File: src/rtl/fifo8_pkg.sv
// Shared sizing constants and types for the 8-entry register-bank FIFO.
// DEPTH : number of storage registers
// PTR_W : pointer width (3 bits selects one of 8 registers)
// ptr_t : read/write pointer type
// count_t : occupancy type, one bit wider than a pointer so it can hold 0..8
package fifo8_pkg;

    localparam int DEPTH = 8;
    localparam int PTR_W = 3;

    typedef logic [PTR_W-1:0] ptr_t;
    typedef logic [PTR_W:0]   count_t;

endpackage

File: src/rtl/fifo8_regbank.sv
// Eight WIDTH-bit storage registers with a one-hot load decode and an
// 8-way read mux. Storage is deliberately not reset.
// Ports:
//   clk     : rising-edge clock
//   load    : load enable; when low no register changes
//   wr_sel  : register selected for loading
//   wr_data : word loaded into the selected register
//   rd_sel  : register driven onto rd_data
//   rd_data : contents of register rd_sel (combinational)
module fifo8_regbank
    import fifo8_pkg::*;
#(
    parameter int WIDTH = 16
) (
    input  logic             clk,
    input  logic             load,
    input  ptr_t             wr_sel,
    input  logic [WIDTH-1:0] wr_data,
    input  ptr_t             rd_sel,
    output logic [WIDTH-1:0] rd_data
);

    logic [WIDTH-1:0] mem [DEPTH];
    logic [DEPTH-1:0] load_onehot;

    // Steer the single load strobe to exactly one register.
    always_comb begin
        load_onehot = '0;
        if (load) begin
            load_onehot[wr_sel] = 1'b1;
        end
    end

    for (genvar i = 0; i < DEPTH; i++) begin : g_reg
        always_ff @(posedge clk) begin
            if (load_onehot[i]) begin
                mem[i] <= wr_data;
            end
        end
    end

    assign rd_data = mem[rd_sel];

endmodule

File: src/rtl/fifo8_regbank_queue.sv
// 8-entry synchronous show-ahead FIFO with valid/ready handshakes on both
// sides, built around fifo8_regbank.
// Ports:
//   clk       : rising-edge clock
//   rst       : synchronous active-high reset (control state only)
//   in_data   : word offered by the producer
//   in_valid  : producer has a word
//   in_ready  : FIFO accepts a word this cycle (not full)
//   out_data  : head-of-queue word, zero when empty
//   out_valid : out_data holds a valid word (not empty)
//   out_ready : consumer takes the word this cycle
//   count     : number of stored words, 0..8
//   full      : count == 8
//   empty     : count == 0
module fifo8_regbank_queue
    import fifo8_pkg::*;
#(
    parameter int WIDTH = 16
) (
    input  logic             clk,
    input  logic             rst,
    input  logic [WIDTH-1:0] in_data,
    input  logic             in_valid,
    output logic             in_ready,
    output logic [WIDTH-1:0] out_data,
    output logic             out_valid,
    input  logic             out_ready,
    output count_t           count,
    output logic             full,
    output logic             empty
);

    ptr_t             wr_ptr;
    ptr_t             rd_ptr;
    logic             push;
    logic             pop;
    logic [WIDTH-1:0] rd_data;

    // Flags come from the registered count only, so a pop in the same cycle
    // never opens a slot for a push while full.
    assign full      = (count == count_t'(DEPTH));
    assign empty     = (count == '0);
    assign in_ready  = !full;
    assign out_valid = !empty;

    assign push = in_valid && in_ready;
    assign pop  = out_valid && out_ready;

    // Pointers are 3 bits wide and wrap 7 -> 0 naturally.
    always_ff @(posedge clk) begin
        if (rst) begin
            wr_ptr <= '0;
            rd_ptr <= '0;
            count  <= '0;
        end else begin
            if (push) begin
                wr_ptr <= wr_ptr + 1'b1;
            end
            if (pop) begin
                rd_ptr <= rd_ptr + 1'b1;
            end
            case ({push, pop})
                2'b10:   count <= count + 1'b1;
                2'b01:   count <= count - 1'b1;
                default: count <= count;
            endcase
        end
    end

    fifo8_regbank #(
        .WIDTH (WIDTH)
    ) u_regbank (
        .clk     (clk),
        .load    (push),
        .wr_sel  (wr_ptr),
        .wr_data (in_data),
        .rd_sel  (rd_ptr),
        .rd_data (rd_data)
    );

    // Stale storage contents must not leak out while empty.
    assign out_data = empty ? '0 : rd_data;

endmodule

File: config.mk
export PLATFORM = sky130hd
export DESIGN_NAME = fifo8_regbank_queue
export DESIGN_NICKNAME = d
export VERILOG_FILES = /design/src/rtl/fifo8_pkg.sv /design/src/rtl/fifo8_regbank.sv /design/src/rtl/fifo8_regbank_queue.sv
export SDC_FILE = /design/constraint.sdc
export NUM_CORES = 1
export LEC_CHECK = 0
export ABC_CLOCK_PERIOD_IN_PS = 7990
export CORE_ASPECT_RATIO = 1.25
export CORE_MARGIN = 2
export CORE_UTILIZATION = 30
export CTS_BUF_LIST = sky130_fd_sc_hd__clkbuf_8
export DETAILED_ROUTE_END_ITERATION = 7
export RECOVER_POWER = 100
export SYNTH_ARGS = -nofsm -noshare
export SYNTH_HDL_FRONTEND = slang
export SYNTH_SLANG_ARGS = --single-unit
File: constraint.sdc
create_clock -name clk -period 7.99 [get_ports clk]
set_input_delay 1.1985 -clock clk [delete_from_list [all_inputs] [get_ports clk]]
set_output_delay 1.1985 -clock clk [all_outputs]
set_load 0.02 [all_outputs]
After elaboration in Yosys (flattened, before gate mapping)
Memory sizes are Yosys's and may differ from the RTL's. A register that Yosys moved wholly into a read port is not among the register bits. Cells that the tools add are included.

Flip-flop bits (word level): 10. RAM bits: 128. Input bits: 20. Word-level logic and storage cells: 71. Memories kept: 1.

Memory list: u_regbank.mem (depth 8, bits a word 16, rd ports 1, clocked after Yosys merged registers in 1, wr ports 1, line fifo8_regbank.sv:23) `logic [WIDTH-1:0] mem [DEPTH];`.

Add/sub/neg operators: 4. Magnitude comparators: 2. Equal/unequal tests: 3. Mux-type cells: 44. Reductions and logical operators: 14.

Operator list (count): $mux 16 (8); $reduce_or 16->1 (7); $mux 3 (9); $mux 1 (24); $mux 8 (1); $pmux 4 s2 (1); $add 3x1->3 const B (2); $add 4x1->4 const B (1); $eq 4x4->1 const B (1); $logic_not 4->1 (1); $lt 3x4->1 const B (1); $sub 4x1->4 const B (1); $demux 1 s3 (1); $ge 3x1->1 const B (1); $logic_and 1x1->1 (3); $eq 2x1->1 const B (1); $eq 2x2->1 const B (1); $logic_not 1->1 (2); $reduce_bool 2->1 (1).

Longest topological paths before layout
Word-level depth: 15. Depth in mapped cells: 11. Mapped depth without buffers: 9.

Hierarchy
Synthesis repeated with hierarchy kept, for this count alone.

Cells, all modules: 276. Area total of the unflattened synthesis: 5614.1 um^2.

By module, submodules not included: fifo8_regbank (times used 1, cells each 198, area each 4973.5 um^2, sequential area each 3843.7 um^2); fifo8_regbank_queue (times used 1, cells each 78, area each 640.6 um^2, sequential area each 200.2 um^2).

Worst setup path after synthesis
OpenSTA, ideal clock, no wires.

Kind: input to register. Start point: input port in_valid. End point: memory u_regbank.mem[0][0] (enable). Data arrival time: 2.758 ns. Data required time: 7.581 ns. Setup slack: 4.823 ns. Cell stages on the path: 3. Path through: nand2_1 > or2_2 > nor3_1.

RTL lines: start, declared (line fifo8_regbank_queue.sv:23) `input logic in_valid,`; $logic_and 1x1->1 (line fifo8_regbank_queue.sv:46) `assign push = in_valid && in_ready;`; $mux 8 (line fifo8_regbank.sv:29) `if (load) begin`; net u_regbank.load_onehot[0] (line fifo8_regbank.sv:24) `logic [DEPTH-1:0] load_onehot;`; $mux 1 (line fifo8_regbank.sv:36) `if (load_onehot[i]) begin`; $mux 1 (implied by the code) (line fifo8_regbank.sv:37) `mem[i] <= wr_data;`; $mux 1 (no source line) (7 in series); end, declared (line fifo8_regbank.sv:23).

The timed path passes the listed nets, and every way through them passes these cells.

==> results_dict.tcl <==
set metrics [dict create \
    drt_iter0_markers 235 \
    finalClockSkew_ps 8.041 \
    grt_antenna_before_repair 2 \
    synth_top_family_by_area "multiplexers" \
    drc 0 \
    holdWs_ps 513.9 \
    initial_utilization 0.3048 \
    setup_viol 0 \
    hold_class "flip-flop to flip-flop" \
    ys_warn_count 0 \
    grt_pass1_wl_um 16350 \
    synthToLayoutAreaGrowth_pct 19.44 \
    syn_nets 305 \
    clk_pin_slew_ps 70 \
    start_kind "flip-flop" \
    required_ps 6790 \
    firstDrtPassIters 5 \
    htreeDepth 4 \
    timing.fmax_mhz 185.2 \
    timing.setup.critical_path_class "flip-flop to primary output" \
    grt_max_degree 33 \
    dr_total_vias 2697 \
    synth_mux_area_frac 0.1653 \
    power.switching_mw 0.5906 \
    cp_cell_sequence "clkbuf_1, mux4_2, mux2i_1, nor2_1, dlygate4sd3_1" \
    relSlewSlack -0.6049 \
    die_x_um 125.3 \
    synth_compound_area_frac 0.007711 \
    pwr-share-seq 0.443 \
    ys_seq_area_frac 0.7439 \
    slew_violations 29 \
    gp_congestion 0.7150 \
    crit_path_max_fanout 28 \
    die-area_sq_mm 0.01950 \
    critical-path-top-delay-family "buffers and inverters" \
    crit_path_top_delay_cell "clkbuf_1" \
    maxCapViolations 1 \
    ir_drop_mv 0.2051 \
    path_buf_inv 2 \
    p_leak_nw 2.075 \
    arrival_ps 4200 \
    place_inst 547 \
    rows 55 \
    cts_hold_buf 0 \
    cts.repair.resized 0 \
    post_cts_buffers 0 \
    timing_hold_violations_final 0 \
    slowest_delay_ps 1730 \
    syn_area_sq_mm 0.005517 \
    pwr-share-clk 0.272 \
    root_buffer "clkbuf_8" \
    instances_no_fill 580 \
    nNetsFinal 363 \
    fin_crit_sh 0.6759 \
    grt_pass1_vias 2993 \
    cts_tree "yes" \
    synth_cell_type_count 30 \
    worstMarginPinSlew_ps 2407 \
    io_pins 44 \
    power_density_mw_per_mm2 299.1 \
    ys_ff_latch 141 \
    routed_wl_um 10270 \
    p_int_mw 1.380 \
    switching_share 0.2997 \
    layout_min_cycle_time_ps 5401 \
    drive_gt1_frac 0.1994 \
    ant_nets 0 \
    outcome "complete, but fails checks" \
    setup_ws_ps 2589 \
    netlist_instances 280 \
    synth-xor-area-share 0.01089 \
    routed_via_density 4.650 \
    portBuffers 43 \
    core_area_sq_mm 0.01810 \
    setup_tns_ps 0 \
    synthSimpleGateAreaFrac 0.04491 \
    cts_buffers 17 \
    clock-sinks 141 \
    combPwrFrac 0.284 \
    rsz0062_at_grt "no" \
    end_kind "primary output" \
    synthAdderAreaFrac 0.01134 \
    clkLatencyLatePin_ps 440 \
    violations "capacitance limit, slew limit" \
    synth.avg_cell_area_sq_um 19.70 \
    wl_per_cell_um 17.71 \
    clk_path_buf_depth 2 \
    post-place-ws_ps 4425 \
    grt_use_total 0.1140 \
    die_h_um 155.6 \
    grt_overflow 0 \
    postLayoutCoreUtil 0.3641 \
    hpwl_um 5998 \
]
-- path summary, 6_finish.rpt --
check | startpoint | slack, ps | cells past startpoint | end
setup / recovery | flip-flop | 2590 | 5 | out_data[12]
hold / removal | wr_ptr[0] | 510 | 2 | wr_ptr[0]
setup reg to reg | count[1] | 5250 | 5 | u_regbank.mem[6][3]
hold reg to reg | wr_ptr[0] | 510 | 2 | wr_ptr[0]
-- logic make-up after synthesis --
logic type                 count (synthesis)
AOI/OAI and AO/OA                          8
xor gates and xnor gates                   6
adders and majority gates                  5
buffers and inverters                     17
DFF                                      141
muxes                                     51
and+or+nand+nor                           52
-- stage by stage --
stage	cell area, sq um	total power [mW]
final	6589	1.971
after global routing	6589	2.081
after CTS	6630	2.030
after detailed placement	6246	1.492
after global placement	6246	1.484
after floorplan	5517	1.268
-- state kept, by name (all words and copies together), names as in the netlist, named ones only --
register,count
rd_ptr,3
wr_ptr,3
u_regbank.mem,128
count,4
-- worst reg2reg max path: stages, from the launching register on --
cell and delay, ps:
dfxtp_1 490, or4b_1 280, nand2_1 170, or2_2 360
nor2_1 120, clkbuf_1 940
-- Yosys cell counts --
cell type,count,area [sq um]
dfxtp_1,13,260.3
inv_1,1,3.750
nor2b_1,2,12.51
o21ai_0,3,15.01
xnor2_2,1,16.27
nor2_1,30,112.6
nand2b_1,2,12.51
ha_1,5,62.56
nor4bb_1,1,10.01
edfxtp_1,128,3844
buf_1,1,3.750
mux4_2,32,720.7
clkinv_1,1,3.750
o31ai_1,1,7.510
and2_4,1,8.760
a21oi_1,4,20.02
or2_2,1,6.260
buf_2,7,35.03
nor3_1,2,10.01
or3_1,1,6.260
clkbuf_1,5,18.77
mux2_2,1,11.26
mux2i_1,18,180.2
buf_6,2,22.52
or4b_1,1,10.01
or4_4,1,11.26
nand3_1,4,20.02
nor4b_1,1,8.760
xor2_1,5,43.79
nand2_1,5,18.77
-- layout by cell type (no fill, tap or decap), types with 5 or more instances in the layout --
cell / Yosys / layout
dfxtp_1: 13 / 12
mux4_2: 32 / 32
nor2_1: 30 / 30
ha_1: 5 / 5
dlygate4sd3_1: 0 / 41
clkinvlp_4: 0 / 5
edfxtp_1: 128 / 128
nand2_1: 5 / 5
clkbuf_8: 0 / 17
clkbuf_1: 5 / 9
xor2_1: 5 / 5
mux2i_1: 18 / 18
-- routing by layer --
layer  global-route usage  wire (um)  up-vias
met5                    0          9        -
met4              0.04921        196        2
met3              0.03669        575       18
met2               0.1825       4964       71
met1               0.1428       4528     1377
li1                     -          -     1229
-- cell type report --
| cell class | count | area [sq um] |
|---|---|---|
| diodes | 1 | 2.502 |
| clock buffers | 17 | 234.0 |
| clock inverters | 15 | 150.1 |
| fillers | 1698 | 11510 |
| inverters | 2 | 7.507 |
| multi-input cells | 122 | 1325 |
| flip-flops and latches | 141 | 4105 |
| well taps | 228 | 285.3 |
| repair buffers | 54 | 479.2 |
-- power by group through the flow --
stage	combinational (mW)	sequential (mW)	clock, mW
6_report	0.560	0.874	0.537
2_1_floorplan	0.381	0.887	0
3_3_place_gp	0.596	0.888	0
3_5_place_dp	0.601	0.890	0
5_1_grt	0.614	0.879	0.588
4_1_cts	0.604	0.874	0.552
No activity file was read; power rests on OpenSTA's default activity.
